--- config.mk ---
export PLATFORM = sky130hd
export DESIGN_NAME = tdm_demux8_flat
export DESIGN_NICKNAME = d
export VERILOG_FILES = /design/src/rtl/tdm_pkg.sv /design/src/rtl/tdm_demux8_if.sv /design/src/rtl/tdm_slot_ctr.sv /design/src/rtl/tdm_demux8.sv /design/src/flat_wrapper.sv
export SDC_FILE = /design/constraint.sdc
export NUM_CORES = 1
export LEC_CHECK = 0
export CORE_ASPECT_RATIO = 0.7
export CORE_MARGIN = 5
export CORE_UTILIZATION = 47
export CTS_BUF_LIST = sky130_fd_sc_hd__clkbuf_4 sky130_fd_sc_hd__clkbuf_8 sky130_fd_sc_hd__clkbuf_16
export DETAILED_ROUTE_END_ITERATION = 8
export HOLD_SLACK_MARGIN = 0.12
export PLACE_DENSITY = 0.74
export SYNTH_ARGS = -nofsm -noshare
export SYNTH_HDL_FRONTEND = slang
export SYNTH_SLANG_ARGS = --single-unit
--- constraint.sdc ---
create_clock -name iClk -period 2 [get_ports iClk]
set_clock_uncertainty 0.15 [all_clocks]
set_input_delay 0.2 -clock iClk [delete_from_list [all_inputs] [get_ports iClk]]
set_output_delay 0.2 -clock iClk [all_outputs]
set_load 0.02 [all_outputs]
--- src/rtl/tdm_pkg.sv ---
// ---------------------------------------------------------------------------
// tdm_pkg
// Shared definitions for the TDM demultiplexer slice.
//   state_t          : receiver state (HUNT = searching for frame marker,
//                      COLLECT = frame-locked, gathering slots)
//   TDM_N_SLOTS_DEF  : default number of data slots per frame
//   TDM_SLOT_W       : slot-counter width for the default slot count
//   frame_len()      : slots per frame including the optional parity slot
// Optional feature macro: TDM_PARITY_EN (adds one even-parity slot per frame).
// ---------------------------------------------------------------------------
package tdm_pkg;

    typedef enum logic {
        HUNT    = 1'b0,
        COLLECT = 1'b1
    } state_t;

    localparam int TDM_N_SLOTS_DEF = 8;

    // Counter must be able to hold N_SLOTS itself (parity slot index).
    localparam int TDM_SLOT_W = $clog2(TDM_N_SLOTS_DEF + 1);

    function automatic int frame_len(input int n_slots);
`ifdef TDM_PARITY_EN
        return n_slots + 1;
`else
        return n_slots;
`endif
    endfunction

endpackage

--- src/rtl/tdm_demux8_if.sv ---
// ---------------------------------------------------------------------------
// tdm_demux8_if
// Bundles the serial input and parallel output signals of tdm_demux8.
//   iEn       : slot strobe (iD/iSync only meaningful while high)
//   iD        : serial slot data
//   iSync     : frame marker, high on slot 0
//   oQ        : last complete frame, slot k on oQ[k]
//   oValid    : one-cycle pulse when oQ updates
//   oLock     : receiver frame-locked
//   oSlot     : index of the next expected slot
//   oSyncErr  : one-cycle pulse on a sync violation
//   oParErr   : one-cycle pulse on a parity mismatch (TDM_PARITY_EN only)
// Modports: master = stream source / frame consumer, slave = demultiplexer.
// Optional feature macro: TDM_PARITY_EN.
// ---------------------------------------------------------------------------
interface tdm_demux8_if #(
    parameter int N_SLOTS = tdm_pkg::TDM_N_SLOTS_DEF
);
    localparam int SLOT_W = $clog2(N_SLOTS + 1);

    logic               iEn;
    logic               iD;
    logic               iSync;
    logic [N_SLOTS-1:0] oQ;
    logic               oValid;
    logic               oLock;
    logic [SLOT_W-1:0]  oSlot;
    logic               oSyncErr;
`ifdef TDM_PARITY_EN
    logic               oParErr;
`endif

`ifdef TDM_PARITY_EN
    modport master (
        output iEn, iD, iSync,
        input  oQ, oValid, oLock, oSlot, oSyncErr, oParErr
    );

    modport slave (
        input  iEn, iD, iSync,
        output oQ, oValid, oLock, oSlot, oSyncErr, oParErr
    );
`else
    modport master (
        output iEn, iD, iSync,
        input  oQ, oValid, oLock, oSlot, oSyncErr
    );

    modport slave (
        input  iEn, iD, iSync,
        output oQ, oValid, oLock, oSlot, oSyncErr
    );
`endif

endinterface

--- src/rtl/tdm_slot_ctr.sv ---
// ---------------------------------------------------------------------------
// tdm_slot_ctr
// Enable-gated slot counter for the TDM receiver.
//   iClk   : clock, rising edge
//   iRst   : asynchronous active-high reset (counter -> 0)
//   iAdv   : advance one slot (wraps LAST -> 0)
//   iLoad1 : synchronous load to 1; used when a slot-0 sample starts a frame,
//            has priority over iAdv
//   oSlot  : current slot index (next slot to be sampled)
//   oWrap  : counter sits on the final slot, so the next advance wraps
// ---------------------------------------------------------------------------
module tdm_slot_ctr #(
    parameter int LAST = 7,
    parameter int W    = $clog2(LAST + 2)
) (
    input  logic         iClk,
    input  logic         iRst,
    input  logic         iAdv,
    input  logic         iLoad1,
    output logic [W-1:0] oSlot,
    output logic         oWrap
);

    logic [W-1:0] cnt_q;
    logic [W-1:0] cnt_d;

    // Level indication only: it must not depend on iAdv, because the
    // controller uses it to decide whether to advance.
    assign oWrap = (cnt_q == W'(LAST));
    assign oSlot = cnt_q;

    always_comb begin
        cnt_d = cnt_q;
        if (iLoad1) begin
            cnt_d = W'(1);
        end else if (iAdv) begin
            cnt_d = oWrap ? '0 : cnt_q + W'(1);
        end
    end

    always_ff @(posedge iClk or posedge iRst) begin
        if (iRst) begin
            cnt_q <= '0;
        end else begin
            cnt_q <= cnt_d;
        end
    end

endmodule

--- src/rtl/tdm_demux8.sv ---
// ---------------------------------------------------------------------------
// tdm_demux8
// Serial time-division demultiplexer. Slot k of each frame is collected into
// bit k of a shift register; the edge that samples the final slot publishes
// the frame on oQ with a one-cycle oValid pulse. Frame-lock is acquired on
// iSync and lost when slot 0 arrives without iSync. An iSync in the middle
// of a frame restarts the frame and flags oSyncErr.
// Ports:
//   iClk : clock, rising edge
//   iRst : asynchronous active-high reset
//   bus  : tdm_demux8_if.slave (iEn, iD, iSync in; oQ, oValid, oLock, oSlot,
//          oSyncErr, and oParErr with TDM_PARITY_EN, out)
// Optional feature macro: TDM_PARITY_EN -- each frame carries an extra slot
// (index N_SLOTS) with even parity over the data slots; a mismatch drops the
// frame and pulses oParErr instead of oValid.
// ---------------------------------------------------------------------------
module tdm_demux8
    import tdm_pkg::*;
#(
    parameter int N_SLOTS = TDM_N_SLOTS_DEF
) (
    input  logic          iClk,
    input  logic          iRst,
    tdm_demux8_if.slave   bus
);

    localparam int SLOT_W    = $clog2(N_SLOTS + 1);
    localparam int FRAME_LEN = frame_len(N_SLOTS);
    localparam int LAST      = FRAME_LEN - 1;

    state_t             state_q, state_d;
    logic [N_SLOTS-1:0] sh_q, sh_d;
    logic [N_SLOTS-1:0] q_q, q_d;
    logic               valid_q, valid_d;
    logic               sync_err_q, sync_err_d;
`ifdef TDM_PARITY_EN
    logic               par_err_q, par_err_d;
`endif

    logic [SLOT_W-1:0]  slot;
    logic               at_last;
    logic               ctr_adv;
    logic               ctr_load1;

    logic [N_SLOTS-1:0] sh_ins;    // shift register with iD placed at the current slot
    logic [N_SLOTS-1:0] sh_first;  // fresh frame holding only slot 0

    tdm_slot_ctr #(
        .LAST (LAST),
        .W    (SLOT_W)
    ) u_slot_ctr (
        .iClk   (iClk),
        .iRst   (iRst),
        .iAdv   (ctr_adv),
        .iLoad1 (ctr_load1),
        .oSlot  (slot),
        .oWrap  (at_last)
    );

    assign sh_first = {{(N_SLOTS-1){1'b0}}, bus.iD};

    // Decoded write into the slot position. The parity slot (index N_SLOTS)
    // matches no data bit and leaves the register untouched.
    always_comb begin
        sh_ins = sh_q;
        for (int k = 0; k < N_SLOTS; k++) begin
            if (slot == SLOT_W'(k)) begin
                sh_ins[k] = bus.iD;
            end
        end
    end

    always_comb begin
        state_d    = state_q;
        sh_d       = sh_q;
        q_d        = q_q;
        valid_d    = 1'b0;
        sync_err_d = 1'b0;
`ifdef TDM_PARITY_EN
        par_err_d  = 1'b0;
`endif
        ctr_adv    = 1'b0;
        ctr_load1  = 1'b0;

        case (state_q)
            HUNT: begin
                if (bus.iEn && bus.iSync) begin
                    sh_d      = sh_first;
                    ctr_load1 = 1'b1;
                    state_d   = COLLECT;
                end
            end

            COLLECT: begin
                if (bus.iEn) begin
                    if (bus.iSync) begin
                        // Marker always starts a new frame. Anywhere but slot 0
                        // (final slot included) the partial frame is dropped.
                        sh_d      = sh_first;
                        ctr_load1 = 1'b1;
                        if (slot != '0) begin
                            sync_err_d = 1'b1;
                        end
                    end else if (slot == '0) begin
                        // Slot 0 without its marker: lock is lost, bit dropped.
                        sync_err_d = 1'b1;
                        state_d    = HUNT;
                    end else if (at_last) begin
                        ctr_adv = 1'b1;
`ifdef TDM_PARITY_EN
                        if ((^sh_q) == bus.iD) begin
                            q_d     = sh_q;
                            valid_d = 1'b1;
                        end else begin
                            par_err_d = 1'b1;
                        end
`else
                        q_d     = sh_ins;
                        valid_d = 1'b1;
`endif
                    end else begin
                        sh_d    = sh_ins;
                        ctr_adv = 1'b1;
                    end
                end
            end

            default: begin
                state_d = HUNT;
            end
        endcase
    end

    always_ff @(posedge iClk or posedge iRst) begin
        if (iRst) begin
            state_q    <= HUNT;
            sh_q       <= '0;
            q_q        <= '0;
            valid_q    <= 1'b0;
            sync_err_q <= 1'b0;
`ifdef TDM_PARITY_EN
            par_err_q  <= 1'b0;
`endif
        end else begin
            state_q    <= state_d;
            sh_q       <= sh_d;
            q_q        <= q_d;
            valid_q    <= valid_d;
            sync_err_q <= sync_err_d;
`ifdef TDM_PARITY_EN
            par_err_q  <= par_err_d;
`endif
        end
    end

    assign bus.oQ       = q_q;
    assign bus.oValid   = valid_q;
    assign bus.oLock    = (state_q == COLLECT);
    assign bus.oSlot    = slot;
    assign bus.oSyncErr = sync_err_q;
`ifdef TDM_PARITY_EN
    assign bus.oParErr  = par_err_q;
`endif

endmodule

--- src/flat_wrapper.sv ---
// flat-port wrapper written by rule: the top's interface ports become plain ports
module tdm_demux8_flat import tdm_pkg::*;
#(
    parameter int N_SLOTS = TDM_N_SLOTS_DEF
)
  (iClk, iRst, bus_iEn, bus_iD, bus_iSync, bus_oQ, bus_oValid, bus_oLock, bus_oSlot, bus_oSyncErr);
  tdm_demux8_if #(.N_SLOTS(N_SLOTS)) bus_i ();
  input  logic iClk;
  input  logic iRst;
  input wire logic [$bits(bus_i.iEn)-1:0] bus_iEn;
  input wire logic [$bits(bus_i.iD)-1:0] bus_iD;
  input wire logic [$bits(bus_i.iSync)-1:0] bus_iSync;
  output wire logic [$bits(bus_i.oQ)-1:0] bus_oQ;
  output wire logic [$bits(bus_i.oValid)-1:0] bus_oValid;
  output wire logic [$bits(bus_i.oLock)-1:0] bus_oLock;
  output wire logic [$bits(bus_i.oSlot)-1:0] bus_oSlot;
  output wire logic [$bits(bus_i.oSyncErr)-1:0] bus_oSyncErr;
  assign bus_i.iEn = bus_iEn;
  assign bus_i.iD = bus_iD;
  assign bus_i.iSync = bus_iSync;
  assign bus_oQ = bus_i.oQ;
  assign bus_oValid = bus_i.oValid;
  assign bus_oLock = bus_i.oLock;
  assign bus_oSlot = bus_i.oSlot;
  assign bus_oSyncErr = bus_i.oSyncErr;
  tdm_demux8 #(.N_SLOTS(N_SLOTS)) u_core (.iClk(iClk), .iRst(iRst), .bus(bus_i));
endmodule
# == After elaboration in Yosys (flattened, before gate mapping) ==
# Index checks and enable logic that the tools add are counted.
# Widths: inputs -> output; s select.
# op_classes
n_eq_ne,12
mux,37
addsub,1
n_reduce_logical,7
bitwise_logic,3
# op_table
operator,count
$mux 8,5
$mux 1,26
$eq 4x3->1 const B,4
$pmux 8 s2,1
$mux 4,3
$eq 4x2->1 const B,2
$ne 3x3->1 const B,2
$reduce_and 5->1,1
$add 4x1->4 const B,1
$eq 4x1->1 const B,1
$logic_not 4->1,1
$ne 2x2->1 const B,2
$pmux 1 s2,2
$reduce_and 4->1,1
$reduce_bool 4->1,1
$not 1->1,3
$reduce_and 3->1,1
$ne 2x1->1 const B,1
$reduce_bool 2->1,1
$logic_and 1x1->1,1
# totals
word_cells,67
output_inout_bits,15
in_bits,5
reg_bits,23

# == Logic depth before layout (Yosys ltp) ==
# Gate-level depths: netlist of run 1.
# logic_depth
depth_word,7
mapped_depth,8

# == Modules after synthesis ==
# Synthesis of run 1 repeated with hierarchy kept, for this count alone.
# hier_totals
hier_cells,95
hier_area_um2,1157.4
# modules_own_cells
mod,instances,seq_area_each_um2,cells_per_inst,area_each_um2
tdm_demux8,1,475.5,75,939.7
tdm_slot_ctr,1,100.1,20,217.7

# == Worst setup path after synthesis of run 1 ==
# Ideal clock, no wire load.
# synth_path
kind,flip-flop to flip-flop
start,"register u_core.u_slot_ctr.cnt_q[0], in the netlist u_core.u_slot_ctr.oSlot[0]"
end,"register u_core.q_q[7], in the netlist u_core.bus.oQ[7]"
period_less_slack_ns,2.143
path_stages_with_launch,8
slack_ns,-0.143
path_buffers,0
setup_time_ns,0.125
arrival_ns,1.869
cell_sequence,dfrtp_1 inv_1 ha_1 nand2_1 ha_1 nand3_2 nor2_4 mux2_2
# synth_via
elab_chain_len,3
elab_cells_between_ends,5
# synth_lines
element,line_no,text
from (decl),tdm_slot_ctr.sv:24,logic [W-1:0] cnt_q;
from (signal assigned),tdm_slot_ctr.sv:45,cnt_q <= cnt_d;
$logic_not 4->1,tdm_demux8.sv:104,end else if (slot == '0) begin
$not 1->1 (no source line),--,
$reduce_and 5->1 (no source line),--,
to (signal assigned),tdm_demux8.sv:147,q_q <= q_d;
to (decl),tdm_demux8.sv:33,"logic [N_SLOTS-1:0] q_q, q_d;"
# Parallel ways exist; a longest one is shown, timed or not.
# A chain may end at the register's enable or synchronous reset.

# == Worst setup path after layout of run 1 ==
# layout_path
start,"register u_core.u_slot_ctr.cnt_q[1], in the netlist u_core.u_slot_ctr.oSlot[1]"
end,register u_core.sh_q[4]
# layout_via
elab_chain_len,7
elab_cells_between_ends,12
# layout_lines
element,line_no,text
$eq 4x3->1,tdm_demux8.sv:67,if (slot == SLOT_W'(k)) begin
$mux 1,tdm_demux8.sv:67,
$mux 8,tdm_demux8.sv:108,end else if (at_last) begin
$mux 8,tdm_demux8.sv:104,
$mux 8,tdm_demux8.sv:96,if (bus.iSync) begin
$mux 8,tdm_demux8.sv:95,if (bus.iEn) begin
$pmux 8 s2,tdm_demux8.sv:85,case (state_q)
to (signal assigned),tdm_demux8.sv:137,sh_q <= '0;
to (signal assigned),tdm_demux8.sv:146,sh_q <= sh_d;
to (decl),tdm_demux8.sv:32,"logic [N_SLOTS-1:0] sh_q, sh_d;"
# Parallel ways exist; a longest one is shown, timed or not. The select of a mux whose other input is x is not followed.

==> flow_metrics.env, run 1 <==
export IMPL_cp_start_kind="flop"
export IMPL_avgSynthCellArea_sq_um=11.6
export IMPL_viasPerCell=5.54
export IMPL_multi_input_area_sq_um=713
export IMPL_syn_instance_count=111
export IMPL_slew_headroom_pct=77.8
export IMPL_synth_warnings=0
export IMPL_cts_sinks=22
export IMPL_worstPathRequired_ns=2.05
export IMPL_wl_per_cell_microns=15.9
export IMPL_vias=1003
export IMPL_cp_arrival_ns=1.98
export IMPL_final_common_cell="dfrtp_1"
export IMPL_power_density_nw_per_um2=1110
export IMPL_crit_type="reg2reg"
export IMPL_clock_root_buffer="clkbuf_8"
export IMPL_cts_tree="yes"
export IMPL_hp_class="in2async"
export IMPL_yosysUniqueCellTypes=37
export IMPL_wl_microns=2880
export IMPL_final_layout_size_suffix_gt1_share_pct=34.0
export IMPL_n_antenna_cell=0
export IMPL_worst_slew_pin_transition_ns=0.332
export IMPL_cp_slowest_cell="dfrtp_2"
export IMPL_synth_yosys_seq_area_share_pct=42.9
export IMPL_grt_max_degree=23
export IMPL_slew_violations=0
export IMPL_clk_pin_slew_ns=0.08
export IMPL_gp_congestion=0.841
export IMPL_finalSetupViolations=0
export IMPL_intPower_mw=1.20
export IMPL_ioPinCount=20
export IMPL_cts_buffers=3
export IMPL_crit_top_cell="buf_4"
export IMPL_comb_power_share_pct=51.4
export IMPL_dieArea_sq_um=3890
export IMPL_swShare_pct=37.1
export IMPL_status="complete, no violations"
export IMPL_synth_fp_nets=123
export IMPL_h_tree_depth=1
export IMPL_grt_pass1_wl_microns=4860
export IMPL_worst_path_max_fanout=4
export IMPL_synth_area_sq_um=1280
export IMPL_max_freq_mhz=518
export IMPL_fin_crit_ns=1.93
export IMPL_max_cap_violations=0
export IMPL_cpLargestDelayFamily="simple AND/OR/NAND/NOR gates"
export IMPL_antenna_found_initial=0
export IMPL_instances_no_fill=181
export IMPL_nets=160
export IMPL_ys_seq_elements=22
export IMPL_drtIter0Drc=38
export IMPL_critical_path_cell_chain="buf_4 > buf_4 > ha_1 > nand3b_1 > buf_4 > nor4b_4 > a32o_1"
export IMPL_ant_nets=0
export IMPL_final_cell_mix="dfrtp_1 (20), clkdlybuf4s50_1 (19), buf_4 (17)"
export IMPL_gr_total_overflow=0
export IMPL_netSwitchingPower_mw=0.708
export IMPL_grt_use_total_pct=16.4
export IMPL_drt_first_pass_iters=4
export IMPL_dieHeight_microns=53.7
export IMPL_placementRows=15
export IMPL_finalHoldViolCount=0
export IMPL_post_route_util_pct=68.0
export IMPL_clk_latency_ns=0.26
export IMPL_grt_pass1_vias=1003
export IMPL_p_seq_share_pct=32.1
export IMPL_dp_hpwl_microns=2090
export IMPL_place_inst=172
export IMPL_crit_buf_inv=3
export IMPL_clock_path_buffers=2
export IMPL_finalCritPeriodShare_pct=96.4
export IMPL_clockPowerShare_pct=16.5
export IMPL_portBuffers=19
export IMPL_drt_drc_violations_left=0
export IMPL_chipWidth_microns=72.4
export IMPL_seq_area_sq_um=553
export IMPL_cpPeakStageDelay_ns=0.42
export IMPL_syn2layout_area_growth_pct=34.4
export IMPL_core_area_sq_um=2530
export IMPL_holdBufCountCts=0
export IMPL_final_fill_count=202
export IMPL_end_kind="flop"
export IMPL_p_leak_nw=0.789
export IMPL_initial_utilization_pct=50.6
export IMPL_peakVddDrop_mv=0.722
==> cell type report <==
type / count / share of cell area, %
Multi-Input combinational cell: 78 / 41.4
Clock buffer: 4 / 3.19
Tap cell: 34 / 2.47
Sequential cell: 22 / 32.1
Timing Repair Buffer: 37 / 19.6
Inverter: 6 / 1.31
==> stage by stage <==
step	hold WS (ns)	cell area, sq um	total power [mW]	worst slack [ns]	TNS [ns]
detailed placement	0.343	1590	1.53	-0.0120	-0.0227
CTS	0.182	1670	1.86	0.00895	0
finish	0.175	1720	1.91	0.0712	0
floorplan	0.0391	1290	1.19	0.00966	0
global route	0.189	1720	2.07	-0.00456	-0.00542
global placement	0.335	1590	1.51	0.0267	0
==> worst min-delay path, cell delays in order <==
cell             delay (ns)
clkdlybuf4s50_1        0.41
inv_1                  0.07
buf_4                  0.29
==> layer usage <==
metal / global-route usage, % / part of all wire [%]
met1: 21.9 / 46
met3: 5.22 / 5.3
met4: 2.15 / 0.28
met5: 0 / 0
met2: 27.0 / 48
==> worst paths after layout <==
check,start,end,cells past startpoint,slack [ns]
max,u_core.u_slot_ctr.oSlot[1],u_core.sh_q[4],7,0.07
min,iRst,u_core.bus.oQ[1],3,0.17
max reg2reg,u_core.u_slot_ctr.oSlot[1],u_core.sh_q[4],7,0.07
min reg2reg,u_core.sh_q[0],u_core.sh_q[0],1,0.36
max in group asynchronous,iRst,u_core.u_slot_ctr.oSlot[1],3,1.29
min in group iClk,u_core.sh_q[0],u_core.sh_q[0],1,0.36
==> state kept, by name, indices dropped and copies added, names as in the netlist <==
name	cells
u_core.bus.oQ	8
u_core.u_slot_ctr.oSlot	4
u_core.bus.oValid	1
u_core.bus.oSyncErr	1
u_core.sh_q	7
u_core.bus.oLock	1
==> cell families (layout without fill, tap and decap cells) <==
family                   count (synthesis)  after routing  share of synthesized area [%]
AO/OA/AOI/OAI                           15             15                           9.95
adder cells (fa/ha/maj)                  7              7                           6.83
buffers and inverters                   11             47                           4.19
flip-flops                              22             22                           42.9
multiplexers                            15             15                           14.0
AND/OR/NAND/NOR                         41             41                           22.1
==> power groups by stage <==
| stage | Sequential [mW] | Clock (mW) | Combinational [mW] |
|---|---|---|---|
| after CTS | 0.613 | 0.325 | 0.923 |
| final | 0.612 | 0.314 | 0.981 |
| after global routing | 0.628 | 0.363 | 1.08 |
| after floorplan | 0.692 | 0 | 0.493 |
| after global placement | 0.615 | 0 | 0.892 |
| after detailed placement | 0.620 | 0 | 0.907 |
==> cells in the mapped netlist (all sizes together) <==
cell type | count | share of area (%)
a211o | 1 | 0.78
a21o | 1 | 0.59
a21oi | 2 | 0.78
a31oi | 1 | 0.49
a32o | 7 | 5.5
and2 | 3 | 1.5
and2b | 1 | 0.59
and3 | 1 | 0.49
and3b | 1 | 0.68
and4bb | 1 | 0.98
buf | 4 | 2.0
clkbuf | 1 | 0.39
dfrtp | 22 | 43
ha | 7 | 6.8
inv | 6 | 1.8
mux2 | 15 | 14
nand2 | 5 | 1.5
nand2b | 1 | 0.49
nand3 | 9 | 3.9
nand3b | 5 | 2.9
nor2 | 3 | 1.5
nor2b | 1 | 0.49
nor3 | 2 | 0.78
nor3b | 3 | 1.8
nor4 | 1 | 1.7
nor4b | 1 | 1.2
o211ai | 1 | 0.59
o21ai | 1 | 0.39
o41a | 1 | 0.88
or2 | 1 | 0.49
or2b | 1 | 0.59
or3b | 1 | 0.68
==> repair_timing <==
| item | 4_1_cts | 5_1_grt |
|---|---|---|
| cloned | 0 | 0 |
| pin swaps | 1 | 2 |
| resized for setup | 0 | 8 |
| endpoints found under the setup margin | 2 | 15 |
| setup buffers | 1 | 4 |
Note: power is estimated with default switching activity, not from simulation.
==> inputs of run 2 (changes only) <==
--- a/config.mk
+++ b/config.mk
@@ -12,6 +12,7 @@
 export DETAILED_ROUTE_END_ITERATION = 8
 export HOLD_SLACK_MARGIN = 0.12
 export PLACE_DENSITY = 0.74
+export REMOVE_ABC_BUFFERS = 1
 export SYNTH_ARGS = -nofsm -noshare
 export SYNTH_HDL_FRONTEND = slang
 export SYNTH_SLANG_ARGS = --single-unit
==> flow_metrics.env, run 2 (synthesis gave the netlist of run 1 again) <==
export IMPL_gp_congestion=0.900
export IMPL_dieArea_sq_um=3890
export IMPL_drtIter0Drc=60
export IMPL_antenna_found_initial=0
export IMPL_finalSetupViolations=0
export IMPL_finalCritPeriodShare_pct=95.8
export IMPL_crit_type="reg2reg"
export IMPL_grt_pass1_vias=1000
export IMPL_multi_input_area_sq_um=712
export IMPL_slew_headroom_pct=74.4
export IMPL_clk_pin_slew_ns=0.08
export IMPL_viasPerCell=5.76
export IMPL_crit_buf_inv=2
export IMPL_n_antenna_cell=0
export IMPL_seq_area_sq_um=551
export IMPL_cp_slowest_cell="dfrtp_1"
export IMPL_core_area_sq_um=2530
export IMPL_slew_violations=0
export IMPL_dieHeight_microns=53.7
export IMPL_largest_reg_flops=8
export IMPL_grt_util_met3_pct=4.29
export IMPL_ant_nets=0
export IMPL_grt_max_degree=23
export IMPL_met1_usage_pct=21.4
export IMPL_clk_latency_ns=0.26
export IMPL_final_cell_mix="dfrtp_1 (22), clkdlybuf4s50_1 (19), buf_4 (11)"
export IMPL_end_kind="flop"
export IMPL_placementRows=15
export IMPL_finalHoldViolCount=0
export IMPL_status="complete, no violations"
export IMPL_dp_hpwl_microns=1990
export IMPL_post_route_util_pct=67.2
export IMPL_cts_buffers=3
export IMPL_chipWidth_microns=72.4
export IMPL_worst_path_max_fanout=7
export IMPL_max_freq_mhz=522
export IMPL_grt_busiest_layer="met2"
export IMPL_clock_root_buffer="clkbuf_8"
export IMPL_total_power_mw=1.98
export IMPL_wl_per_cell_microns=16.0
export IMPL_hp_class="in2async"
export IMPL_gr_total_overflow=0
export IMPL_nets=155
export IMPL_vias=1014
export IMPL_final_common_cell="dfrtp_1"
export IMPL_syn2layout_area_growth_pct=32.8
export IMPL_worst_slew_pin_transition_ns=0.382
export IMPL_cts_tree="yes"
export IMPL_grt_pass1_wl_microns=4740
export IMPL_ioPinCount=20
export IMPL_clock_path_buffers=2
export IMPL_final_layout_size_suffix_gt1_share_pct=28.2
export IMPL_worstPathRequired_ns=1.99
export IMPL_grtUsageMet2_pct=25.2
export IMPL_cpPeakStageDelay_ns=0.39
export IMPL_portBuffers=19
export IMPL_ff2ff_setup_slack_ns=0.08
export IMPL_cpLargestDelayFamily="simple AND/OR/NAND/NOR gates"
export IMPL_drt_first_pass_iters=5
export IMPL_peakVddDrop_mv=0.576
export IMPL_cp_arrival_ns=1.91
export IMPL_drt_drc_violations_left=0
export IMPL_critical_path_cell_chain="inv_1 > ha_2 > nand2_2 > ha_1 > nand3_2 > buf_6 > nor3_1 > or3b_1"
export IMPL_holdBufCountCts=0
export IMPL_grt_use_total_pct=15.6
export IMPL_max_cap_violations=0
export IMPL_p_leak_nw=0.768
export IMPL_final_fill_count=197
export IMPL_h_tree_depth=1
export IMPL_whs_ns=0.110
export IMPL_wl_microns=2820
export IMPL_power_density_nw_per_um2=1160
export IMPL_initial_utilization_pct=50.6
export IMPL_cp_start_kind="flop"
export IMPL_cts_sinks=22
export IMPL_fin_crit_ns=1.92
==> run 2: cell types whose count changed in the layout (fill, tap and decap cells not counted), moves of 2 or more <==
cell	change
nor3b_1	+2
ha_2	-2
dfrtp_1	+2
dfrtp_2	-2
nor3b_2	-2
buf_4	-6
==> run 2: where the power goes <==
| part | leakage, nW | switching (mW) | internal, mW |
|---|---|---|---|
| Combinational | 0.438 | 0.509 | 0.466 |
| Clock | 0.0357 | 0.140 | 0.267 |
| Sequential | 0.294 | 0.0624 | 0.532 |
| Total | 0.768 | 0.711 | 1.26 |
==> run 2: final timing paths <==
check / from / end / depth (start not counted)
worst max-delay path: u_core.u_slot_ctr.oSlot[0] / u_core.u_slot_ctr.oSlot[3] / 8
worst min-delay path: iRst / u_core.bus.oQ[7] / 3
worst max register to register: u_core.u_slot_ctr.oSlot[0] / u_core.u_slot_ctr.oSlot[3] / 8
worst min register to register: u_core.sh_q[0] / u_core.sh_q[0] / 1
max in group asynchronous: iRst / u_core.bus.oSyncErr / 3
min in group iClk: u_core.sh_q[0] / u_core.sh_q[0] / 1
==> run 2: what timing repair did <==
item	CTS	global route
buffers inserted	0	1
setup endpoints to repair	0	16
gates resized for setup	0	8
==> run 2: per-layer routing <==
layer,up-vias,wire length [microns]
met5,-,0
met3,4,163
met2,34,1370
met4,0,23
li1,472,-
met1,504,1260
==> run 2: per-stage QoR <==
step                instances  TNS (ns)  area [sq um]  setup WS [ns]
finish                    176         0          1700         0.0841
global route              176   -0.0589          1700        -0.0232
CTS                       175         0          1650        0.00217
detailed placement        171         0          1570        0.00156
global placement          171         0          1570         0.0312
floorplan                 106     -1.60          1250         -0.158
==> run 2: cell type report <==
class | count | share of cell area, %
multi-input combinational | 78 | 41.8
tap | 34 | 2.50
clock inverter | 1 | 1.76
sequential | 22 | 32.3
timing repair buffer | 32 | 17.9
inverter | 6 | 1.32
clock buffer | 3 | 2.42
==> run 2: tightest hold or removal path, delay by kind of cell <==
family | cells | cell delay (ns)
buffers and inverters | 3 | 0.71
